[config.mk]
export PLATFORM = sky130hd
export DESIGN_NAME = audio_deserializer
export DESIGN_NICKNAME = d
export VERILOG_FILES = /design/src/rtl/audio_deserializer.sv
export SDC_FILE = /design/constraint.sdc
export NUM_CORES = 1
export LEC_CHECK = 0
export ABC_AREA = 1
export CAP_MARGIN = 20
export CORE_UTILIZATION = 50
export CTS_CLUSTER_DIAMETER = 120
export DETAILED_ROUTE_END_ITERATION = 12
export PLACE_DENSITY = 0.81
export SYNTH_ARGS = -nofsm -noshare
export SYNTH_HDL_FRONTEND = slang
export SYNTH_SLANG_ARGS = --single-unit
[constraint.sdc]
create_clock -name clock -period 2 [get_ports clock]
set_clock_uncertainty 0.2 [all_clocks]
set_input_delay 0.2 -clock clock [delete_from_list [all_inputs] [get_ports clock]]
set_output_delay 0.2 -clock clock [all_outputs]
set_load 0.01 [all_outputs]
[src/rtl/audio_deserializer.sv]
// -----------------------------------------------------------------------------
// audio_deserializer
//
// Receive side of the serial audio link. Bits arrive on serial_data and are
// qualified by a one-clock serial_valid strobe per bit. The block shifts them
// into a WIDTH-bit register and presents each finished word on a
// valid/ready output register for the sample buffer or playback path.
//
// Parameters:
//   WIDTH     : word length in bits (2..32)
//   MSB_FIRST : 1 = first received bit ends in data_out[WIDTH-1]
//               0 = first received bit ends in data_out[0]
//
// Ports:
//   clock         in   system clock, rising edge
//   reset         in   asynchronous, active-high reset
//   enable        in   receive enable; low discards any partial word
//   serial_data   in   serial bit, sampled when serial_valid=1
//   serial_valid  in   bit strobe, one clock per bit
//   data_ready    in   downstream takes data_out this cycle
//   clear_overrun in   synchronous clear of the sticky overrun flag
//   data_out      out  assembled word, stable while data_valid=1
//   data_valid    out  data_out holds an unconsumed word
//   overrun       out  sticky: a completed word was dropped
//   bit_count     out  bits received in the current frame
//   busy          out  bit_count != 0
//   parity_error  out  delivered word failed even parity (0 without parity)
//
// Build option:
//   DESER_PARITY_EN : each frame carries one trailing even-parity bit after
//                     the WIDTH data bits; parity_error reports mismatches.
// -----------------------------------------------------------------------------
module audio_deserializer #(
  parameter int WIDTH     = 16,
  parameter int MSB_FIRST = 1
) (
  input  logic                       clock,
  input  logic                       reset,
  input  logic                       enable,
  input  logic                       serial_data,
  input  logic                       serial_valid,
  input  logic                       data_ready,
  input  logic                       clear_overrun,
  output logic [WIDTH-1:0]           data_out,
  output logic                       data_valid,
  output logic                       overrun,
  output logic [$clog2(WIDTH+1)-1:0] bit_count,
  output logic                       busy,
  output logic                       parity_error
);

  localparam int CW = $clog2(WIDTH+1);
`ifdef DESER_PARITY_EN
  localparam int FRAME = WIDTH + 1;
`else
  localparam int FRAME = WIDTH;
`endif
  // bit_count value at which the next sampled bit closes the frame
  localparam logic [CW-1:0] LAST = CW'(FRAME - 1);

  logic [WIDTH-1:0] shreg_q, shreg_d;
  logic [CW-1:0]    cnt_q, cnt_d;
  logic [WIDTH-1:0] dout_q, dout_d;
  logic             valid_q, valid_d;
  logic             ovr_q, ovr_d;

  logic [WIDTH-1:0] shifted;
  logic [WIDTH-1:0] word_done;
  logic             complete;
  logic             accept;

`ifdef DESER_PARITY_EN
  logic perr_q, perr_d;
  logic perr_new;
`endif

  // The frame closes on the edge that samples its final bit.
  assign complete = enable && serial_valid && (cnt_q == LAST);
  // A finished word is taken when the output register is empty or being
  // emptied on this same edge.
  assign accept   = !valid_q || data_ready;

  always_comb begin
    if (MSB_FIRST != 0) begin
      shifted = {shreg_q[WIDTH-2:0], serial_data};
    end else begin
      shifted = {serial_data, shreg_q[WIDTH-1:1]};
    end
  end

`ifdef DESER_PARITY_EN
  // The last bit of the frame is the parity bit: the data word is already
  // complete in the shift register and the parity bit is not shifted in.
  assign word_done = shreg_q;
  assign perr_new  = (^shreg_q) ^ serial_data;
`else
  assign word_done = shifted;
`endif

  always_comb begin
    shreg_d = shreg_q;
    cnt_d   = cnt_q;
    dout_d  = dout_q;
    valid_d = valid_q;
    ovr_d   = ovr_q;
`ifdef DESER_PARITY_EN
    perr_d  = perr_q;
`endif

    // Frame assembly
    if (!enable) begin
      shreg_d = '0;
      cnt_d   = '0;
    end else if (serial_valid) begin
      if (complete) begin
        shreg_d = '0;
        cnt_d   = '0;
      end else begin
        shreg_d = shifted;
        cnt_d   = cnt_q + CW'(1);
      end
    end

    // Output register and handshake
    if (complete && accept) begin
      dout_d  = word_done;
      valid_d = 1'b1;
`ifdef DESER_PARITY_EN
      perr_d  = perr_new;
`endif
    end else if (valid_q && data_ready) begin
      valid_d = 1'b0;
`ifdef DESER_PARITY_EN
      perr_d  = 1'b0;
`endif
    end

    // Sticky overrun; a new drop beats a simultaneous clear.
    if (complete && !accept) begin
      ovr_d = 1'b1;
    end else if (clear_overrun) begin
      ovr_d = 1'b0;
    end
  end

  always_ff @(posedge clock or posedge reset) begin
    if (reset) begin
      shreg_q <= '0;
      cnt_q   <= '0;
      dout_q  <= '0;
      valid_q <= 1'b0;
      ovr_q   <= 1'b0;
    end else begin
      shreg_q <= shreg_d;
      cnt_q   <= cnt_d;
      dout_q  <= dout_d;
      valid_q <= valid_d;
      ovr_q   <= ovr_d;
    end
  end

`ifdef DESER_PARITY_EN
  always_ff @(posedge clock or posedge reset) begin
    if (reset) begin
      perr_q <= 1'b0;
    end else begin
      perr_q <= perr_d;
    end
  end

  assign parity_error = perr_q;
`else
  assign parity_error = 1'b0;
`endif

  assign data_out   = dout_q;
  assign data_valid = valid_q;
  assign overrun    = ovr_q;
  assign bit_count  = cnt_q;
  assign busy       = (cnt_q != '0);

endmodule

=== Yosys cells after proc, flatten, opt, wreduce, memory -nomap -nowiden ===
Cells that the tools add are included.

* Add/subtract/negate cells: 1
* Multiply operators: 0
* Divide/modulo/power cells: 0
* Order comparisons: 0
* Eq/ne operators: 2
* Shifts and indexed selects: 0
* Muxes and demuxes: 10
* Bitwise operators: 0
* Reductions and logical operators: 11

{| class="wikitable"
|+ Operators by type and width
! kind !! count
|-
| 2-to-1 mux 15 bit || 3
|-
| 2-to-1 mux 5 bit || 3
|-
| adder 5 x 1 -> 5 bit, second input constant || 1
|-
| == test 5 x 4 -> 1 bit, second input constant || 1
|-
| logical AND 1 bit || 5
|-
| nonzero test 5 bit || 1
|-
| 2-to-1 mux 1 bit || 4
|-
| nonzero test 2 bit || 2
|-
| zero test 1 bit || 2
|-
| inequality test 2 x 1 -> 1 bit, second input constant || 1
|-
| logical OR 1 bit || 1
|}

* Bits in registers: 38
* Bits in latches: 0
* Memory bits (writable): 0
* Bits in read-only memories: 0
* Input bits: 7
* Memories: 0

=== Longest topological paths before layout ===
Gate-level depths: netlist (run 1).

* Depth after elaboration: 5
* Mapped depth: 7

=== Worst setup path before layout (run 1) ===
No wires, ideal clock.

* Kind: reg2reg
* Start point: reg cnt_q[0], in the netlist bit_count[0]
* End point: reg shreg_q[10]
* Library setup time: 0.116 ns
* Arrival: 1.252 ns
* Data required time: 1.684 ns
* Slack: 0.432 ns
* Stages on the path, launching flop included: 8
* Period minus slack after synthesis: 1.568 ns
* Cells stage by stage: dfrtp_1 ha_1 nand3_2 nor2_4 nor2_4 buf_6 nand2_1 nand2_1

* Longest elaborated chain between the ends: 5

{| class="wikitable"
|+ RTL lines
! element !! line !! RTL
|-
| start: declaration || 62 || <nowiki>logic [CW-1:0] cnt_q, cnt_d;</nowiki>
|-
| start signal: assignment || 155 || <nowiki>cnt_q <= cnt_d;</nowiki>
|-
| == test 5 x 4 -> 1 bit || 78 || <nowiki>assign complete = enable && serial_valid && (cnt_q == LAST);</nowiki>
|-
| logical AND 1 bit || 78 ||
|-
| 2-to-1 mux 15 bit || 115 || <nowiki>if (complete) begin</nowiki>
|-
| 2-to-1 mux 15 bit || 114 || <nowiki>end else if (serial_valid) begin</nowiki>
|-
| 2-to-1 mux 15 bit || 111 || <nowiki>if (!enable) begin</nowiki>
|-
| end signal: assignment || 154 || <nowiki>shreg_q <= shreg_d;</nowiki>
|-
| end: declaration || 61 || <nowiki>logic [WIDTH-1:0] shreg_q, shreg_d;</nowiki>
|}

Every way passes these cells. The select of a mux whose other input is x is not followed.
A chain may end at the register's enable or synchronous reset.

=== Worst setup path in the final report (run 1) ===
* Start point: reg cnt_q[2], in the netlist bit_count[2]
* End point: out bit_count[2]

{| class="wikitable"
|+ RTL lines
! element !! line !! RTL
|-
| end: declaration || 47 || <nowiki>output logic [$clog2(WIDTH+1)-1:0] bit_count,</nowiki>
|}

No word-level cell between the ends.

==> impl_metrics.csv, run 1 <==
group,metric,value,unit
outcome,outcome,"finished, final reports clean",
sta,setup_ws,0.202,ns
global_route,first_pass_grt_wire_length,5670,um
min_path,timing.hold.worst.class,"in -> async",
setup_path,worst-r2r-cell-count,7,
synth,postSynthAreaPerCell,9.00,um^2
cts,cts_root_buf,"sky130_fd_sc_hd__clkbuf_4",
synth,count_of_state_elements_after_synthesis,38,
setup_path,critical-path-top-delay-family,"buffers and inverters",
sta,final_cycle_utilization_of_the_critical_path,0.899,
sta,setup-tns-final,0,ns
setup_path,path_class,"reg -> out",
cts,clock_tree_from_tritoncts,"yes",
flow_run,max-cap-violations,0,
global_route,grt_max_degree,39,
layout,final_nets,230,
setup_path,timing.critical_path.depth,1,
cts,numCtsBuffers,5,
global_route,grt_pass1_vias,1267,
power_and_ir_drop,cellPowerDensity,677,nW/um^2
power_and_ir_drop,report.power.total,1.41,mW
setup_path,worstSetupEndpointType,"output port",
synth,synthTopCellsByCount,"94 x sky130_fd_sc_hd__nand2_1, 38 x sky130_fd_sc_hd__dfrtp_1, 18 x sky130_fd_sc_hd__nand4_1, 10 x sky130_fd_sc_hd__inv_1, 4 x sky130_fd_sc_hd__buf_6",
power_and_ir_drop,clockPowerShare,0.383,
power_and_ir_drop,netSwitchingPower,310,uW
floorplanning,core-area,3100,um^2
setup_path,required,1.60,ns
route,finalWirelength,3420,um
global_route,gr-total-overflow,0,
placement,number_of_cells_in_the_design_after_placement,256,
setup_path,critical-path-max-stage-delay,0.58,ns
route,detail-route-antenna-nets,0,
setup_path,worstPathCellList,"clkdlybuf4s50_1",
cts,clk-insertion-delay-late,0.35,ns
global_route,grt_usage,0.224,
route,detail_route.wl_per_cell,12.9,um
synth,ys_seq_area_frac,0.574,
cts,cts_sinks,38,
cts,cts.reportedPaths.clkPinSlew,0.11,ns
floorplanning,floorplan.rows,20,
synth,net_count_of_the_mapped_netlist,193,
placement,io_buffers,30,
synth,synth_cell_type_count,19,
power_and_ir_drop,total_leakage_power,1.10,nW
synth,ys_top_cells_by_area,"sky130_fd_sc_hd__dfrtp_1 57%, sky130_fd_sc_hd__nand2_1 21%, sky130_fd_sc_hd__nand4_1 6.8%, sky130_fd_sc_hd__buf_6 2.7%, sky130_fd_sc_hd__inv_1 2.3%",
floorplanning,die_y,59.5,um
power_and_ir_drop,switching_share,0.219,
synth,synth_flop_cell,"sky130_fd_sc_hd__dfrtp_1",
floorplanning,initial_core_util,0.533,
sta,hold_violations,0,
floorplanning,fp.dieArea,3550,um^2
layout,finalNonFillerCells,265,
power_and_ir_drop,peakVddDrop,443,uV
layout,antennaDiodeCount,0,
setup_path,path_max_fanout,7,
layout,area_growth_syn_to_layout,26.1,%
power_and_ir_drop,p_seq_frac,0.551,
route,first_iter_violations,81,
floorplanning,top_ports,32,
setup_path,critical_path.n_buffers_inverters,1,
setup_path,cpMaxStageDelayCell,"sky130_fd_sc_hd__clkdlybuf4s50_1",
placement,gp_congestion,0.815,
setup_path,critPathLaunchType,"flip-flop",
route,via_per_inst,5.09,
setup_path,timing.critical_path.arrival,1.40,ns
route,routed-via-count,1349,
placement,place.detailed.hpwl,2310,um
synth,netlist_instances,184,
floorplanning,chipWidth,59.5,um
layout,post_route_cells_drive_above_1_share,0.0950,
global_route,grt_antenna_before_repair,0,
synth,synth.cell_area,1660,um^2
sta,final.min_clock_period,1.80,ns
power_and_ir_drop,internal-power,1.10,mW
placement,post-place-ws,0.256,ns
sta,drv_slew,0,
synth,synthMostInstantiatedCell,"sky130_fd_sc_hd__nand2_1",
synth,synth_top_area_frac,0.574,
sta,rsz0062_at_grt,"no",
power_and_ir_drop,comb_power_share,0.066,
sta,clock.fmax,556,MHz
sta,setup_violations,0,
cts,ctsLongestPathBuffers,2,
synth,postSynth.asyncResetShare,1.00,
route,drt_pre_antenna_iters,4,
cts,clock_h_tree_levels,2,
route,detail_route.drc_violations,0,
synth,synth-warning-count,0,
synth,synth_enable_flop_cells,0,
synth,cell_taking_the_most_area_after_synthesis,"sky130_fd_sc_hd__dfrtp_1",
final timing paths:
| kind | startpoint | end | slack, ns |
|---|---|---|---|
| worst max-delay path | bit_count[2] | bit_count[2] | 0.20 |
| worst min-delay path | reset | data_out[8] | 0.05 |
| worst max register to register | bit_count[0] | shreg_q[1] | 0.25 |
| worst min register to register | data_out[7] | data_out[7] | 0.28 |
| max in group asynchronous | reset | bit_count[1] | 1.21 |
| min in group clock | clear_overrun | overrun | 0.24 |
cell type report:
cell class | instances | area, um^2
well taps | 44 | 55.1
multi-input cells | 127 | 596
fillers | 267 | 1020
inverters | 11 | 41.3
clock buffers | 6 | 51.3
repair buffers | 38 | 363
flip-flops and latches | 38 | 951
clock inverters | 1 | 30.0
metrics by stage:
stage               hold slack, ns  utilization  instance area [um^2]
floorplan                   0.0856            -                  1660
global placement             0.255        0.641                  1990
detailed placement           0.266        0.641                  1990
CTS                         0.0722        0.672                  2080
global route                 0.103        0.673                  2090
finish                      0.0508        0.673                  2090
sequential cells by signal, summed over array words and instances (netlist names):
register and count:
bit_count 5, shreg_q 15, overrun 1, data_valid 1, data_out 16
metal layers:
metal  vias to the layer above  track usage  part of all wire
li1                        667            -                 -
met1                       624        0.305              0.45
met2                        51        0.347              0.48
met3                         7       0.0393             0.057
met4                         0        0.110             0.020
met5                         -            0                 0
cells by family (layout without fill, tap and decap cells):
group / after synthesis / after routing / synth area share
fa+ha+maj: 2 / 2 / 0.0151
other cells: 1 / 1 / 0.00227
buf+inv: 19 / 56 / 0.0658
flops: 38 / 38 / 0.574
compound gates: 4 / 4 / 0.0128
simple gates: 120 / 120 / 0.330
power by group through the flow:
stage | logic, mW | clock network [mW] | registers [mW]
global placement | 0.0866 | 0 | 0.796
global route | 0.105 | 0.574 | 0.779
floorplan | 0.0497 | 0 | 0.796
detailed placement | 0.0877 | 0 | 0.796
finish | 0.0933 | 0.541 | 0.778
CTS | 0.0957 | 0.549 | 0.778
cell usage in the layout, fill, tap and decap left out, types with 2 or more instances in the layout:
| cell type | instances |
|---|---|
| sky130_fd_sc_hd__buf_4 | 8 |
| sky130_fd_sc_hd__nor2_4 | 3 |
| sky130_fd_sc_hd__clkbuf_4 | 5 |
| sky130_fd_sc_hd__clkdlybuf4s50_1 | 29 |
| sky130_fd_sc_hd__inv_1 | 10 |
| sky130_fd_sc_hd__nand4_1 | 18 |
| sky130_fd_sc_hd__o21ai_0 | 2 |
| sky130_fd_sc_hd__ha_1 | 2 |
| sky130_fd_sc_hd__dfrtp_1 | 38 |
| sky130_fd_sc_hd__nand2_1 | 94 |
timing repair:
item | in CTS | in global routing
hold buffers | 0 | 0
setup buffers | 2 | 0
resized for setup | 0 | 1
hold endpoints to repair | 0 | 0
cloned | 0 | 0
setup endpoints to repair | 1 | 1
(Power assumes the default switching activity.)
==> run 2, diff against run 1 <==
CORE_ASPECT_RATIO = 1.75   (was not set)
GPL_TIMING_DRIVEN = 0   (was not set)
==> impl_metrics.csv, run 2 (synthesized netlist as in run 1, its figures left out) <==
group,metric,value,unit
outcome,outcome,"finished, final reports clean",
cts,cts.reportedPaths.clkPinSlew,0.08,ns
placement,gp_congestion,0.756,
setup_path,path_max_fanout,10,
min_path,timing.hold.worst.class,"in -> async",
sta,hold_slack,0.163,ns
power_and_ir_drop,cellPowerDensity,706,nW/um^2
power_and_ir_drop,comb_power_share,0.063,
route,detail-route-antenna-nets,0,
global_route,gr-total-overflow,0,
setup_path,timing.critical_path.arrival,1.74,ns
power_and_ir_drop,total_leakage_power,1.12,nW
sta,setup_violations,0,
global_route,first_pass_grt_wire_length,5510,um
layout,area_growth_syn_to_layout,29.0,%
layout,final_nets,232,
power_and_ir_drop,peakVddDrop,598,uV
route,first_iter_violations,17,
route,detail_route.wl_per_cell,12.7,um
placement,placedInstanceArea,2010,um^2
route,detail_route.drc_violations,0,
layout,mostFrequentLayoutCells,"94 x sky130_fd_sc_hd__nand2_1, 38 x sky130_fd_sc_hd__dfrtp_1, 29 x sky130_fd_sc_hd__clkdlybuf4s50_1",
placement,place.detailed.hpwl,2340,um
floorplanning,fp.dieArea,3550,um^2
cts,clock_h_tree_levels,2,
floorplanning,chipWidth,45.5,um
route,finalWirelength,3390,um
floorplanning,initial_core_util,0.527,
route,via_per_inst,5.01,
global_route,grt_antenna_before_repair,0,
route,drt_pre_antenna_iters,4,
layout,stdcell_area,2140,um^2
cts,numCtsBuffers,5,
floorplanning,core-area,3140,um^2
setup_path,path_class,"reg -> reg",
layout,largest_register_ffs,16,
power_and_ir_drop,switching_share,0.217,
global_route,grt_pass1_vias,1285,
setup_path,worst-r2r-cell-count,8,
layout,finalNonFillerCells,267,
floorplanning,top_ports,32,
flow_run,max-cap-violations,0,
sta,max-slew-margin-rel,0.479,
power_and_ir_drop,report.power.total,1.51,mW
global_route,grt_max_degree,39,
placement,io_buffers,30,
power_and_ir_drop,p_seq_frac,0.517,
layout,mostFrequentLayoutCell,"sky130_fd_sc_hd__nand2_1",
sta,hold_violations,0,
setup_path,worstSetupEndpointType,"flip-flop",
sta,final_cycle_utilization_of_the_critical_path,0.876,
sta,clock.fmax,571,MHz
setup_path,critPathLaunchType,"flip-flop",
cts,cts_sinks,38,
floorplanning,floorplan.rows,27,
setup_path,required,1.99,ns
global_route,grt_usage,0.215,
placement,number_of_cells_in_the_design_after_placement,257,
sta,timing_worst_slew_pin_value,0.780,ns
power_and_ir_drop,netSwitchingPower,327,uW
route,routed-via-count,1337,
power_and_ir_drop,clockPowerShare,0.420,
layout,post_route_cells_drive_above_1_share,0.103,
cts,ctsLongestPathBuffers,2,
cts,cts_root_buf,"sky130_fd_sc_hd__clkbuf_8",
floorplanning,die_y,78.1,um
power_and_ir_drop,internal-power,1.18,mW
layout,antennaDiodeCount,0,
sta,drv_slew,0,
cts,clk-insertion-delay-late,0.30,ns
sta,rsz0062_at_grt,"no",
sta,final.min_clock_period,1.75,ns
cts,clock_tree_from_tritoncts,"yes",
-- run 2: cell count changes in the layout (fill, tap and decap cells not counted) --
| cell | delta |
|---|---|
| sky130_fd_sc_hd__inv_1 | -1 |
| sky130_fd_sc_hd__clkbuf_8 | +4 |
| sky130_fd_sc_hd__clkbuf_1 | +2 |
| sky130_fd_sc_hd__buf_6 | +4 |
| sky130_fd_sc_hd__buf_4 | -4 |
| sky130_fd_sc_hd__clkinv_2 | +2 |
| sky130_fd_sc_hd__inv_2 | +1 |
| sky130_fd_sc_hd__clkbuf_4 | -5 |
-- run 2: path summary, 6_finish.rpt --
path                               from           end  slack [ns]
min in group clock         data_out[13]  data_out[13]        0.28
hold / removal                    reset    shreg_q[2]        0.16
setup reg to reg           bit_count[0]    shreg_q[3]        0.25
hold reg to reg            data_out[13]  data_out[13]        0.28
setup / recovery           bit_count[0]    shreg_q[3]        0.25
max in group asynchronous         reset  data_out[11]        0.94
-- run 2: worst max-delay path: stages (launching register included) --
cell,delay [ns]
sky130_fd_sc_hd__dfrtp_1,0.35
sky130_fd_sc_hd__buf_4,0.14
sky130_fd_sc_hd__ha_1,0.20
sky130_fd_sc_hd__nand3_2,0.12
sky130_fd_sc_hd__nor2_4,0.25
sky130_fd_sc_hd__nor2_4,0.10
sky130_fd_sc_hd__buf_6,0.16
sky130_fd_sc_hd__nand2_1,0.06
sky130_fd_sc_hd__nand2_1,0.06
-- run 2: timing repair --
action                                  CTS  global route
gates resized for setup                   0             1
endpoints found under the setup margin    1             1
hold buffers                              0             0
setup buffers                             1             1
-- run 2: power by group through the flow --
| stage | combinational (mW) | sequential, mW | clock (mW) |
|---|---|---|---|
| floorplan | 0.0497 | 0.796 | 0 |
| global placement | 0.0886 | 0.796 | 0 |
| detailed placement | 0.0897 | 0.796 | 0 |
| CTS | 0.0946 | 0.779 | 0.645 |
| global route | 0.105 | 0.780 | 0.672 |
| finish | 0.0955 | 0.779 | 0.633 |
-- run 2: per-stage QoR --
step | utilization | setup TNS, ns | setup WS [ns]
finish | 0.680 | 0 | 0.248
global route | 0.680 | 0 | 0.174
CTS | 0.677 | 0 | 0.0108
detailed placement | 0.640 | 0 | 0.114
global placement | 0.640 | -3.43 | -0.0920
floorplan | - | 0 | 0.432
-- run 2: area by class of cell --
type,count,area (um^2)
fillers,260,1010
flip-flops and latches,38,951
multi-input cells,127,596
repair buffers,32,318
clock buffers,5,68.8
plain buffers,8,67.6
well taps,43,53.8
inverters,11,41.3
clock inverters,3,40.0
-- run 2: per-layer routing --
metal  GRT usage  up-vias  share of wire
li1            -      660              -
met3      0.0506        7          0.034
met4       0.115        0          0.022
met2       0.351       29           0.52
met1       0.246      641           0.42
met5           0        -              0
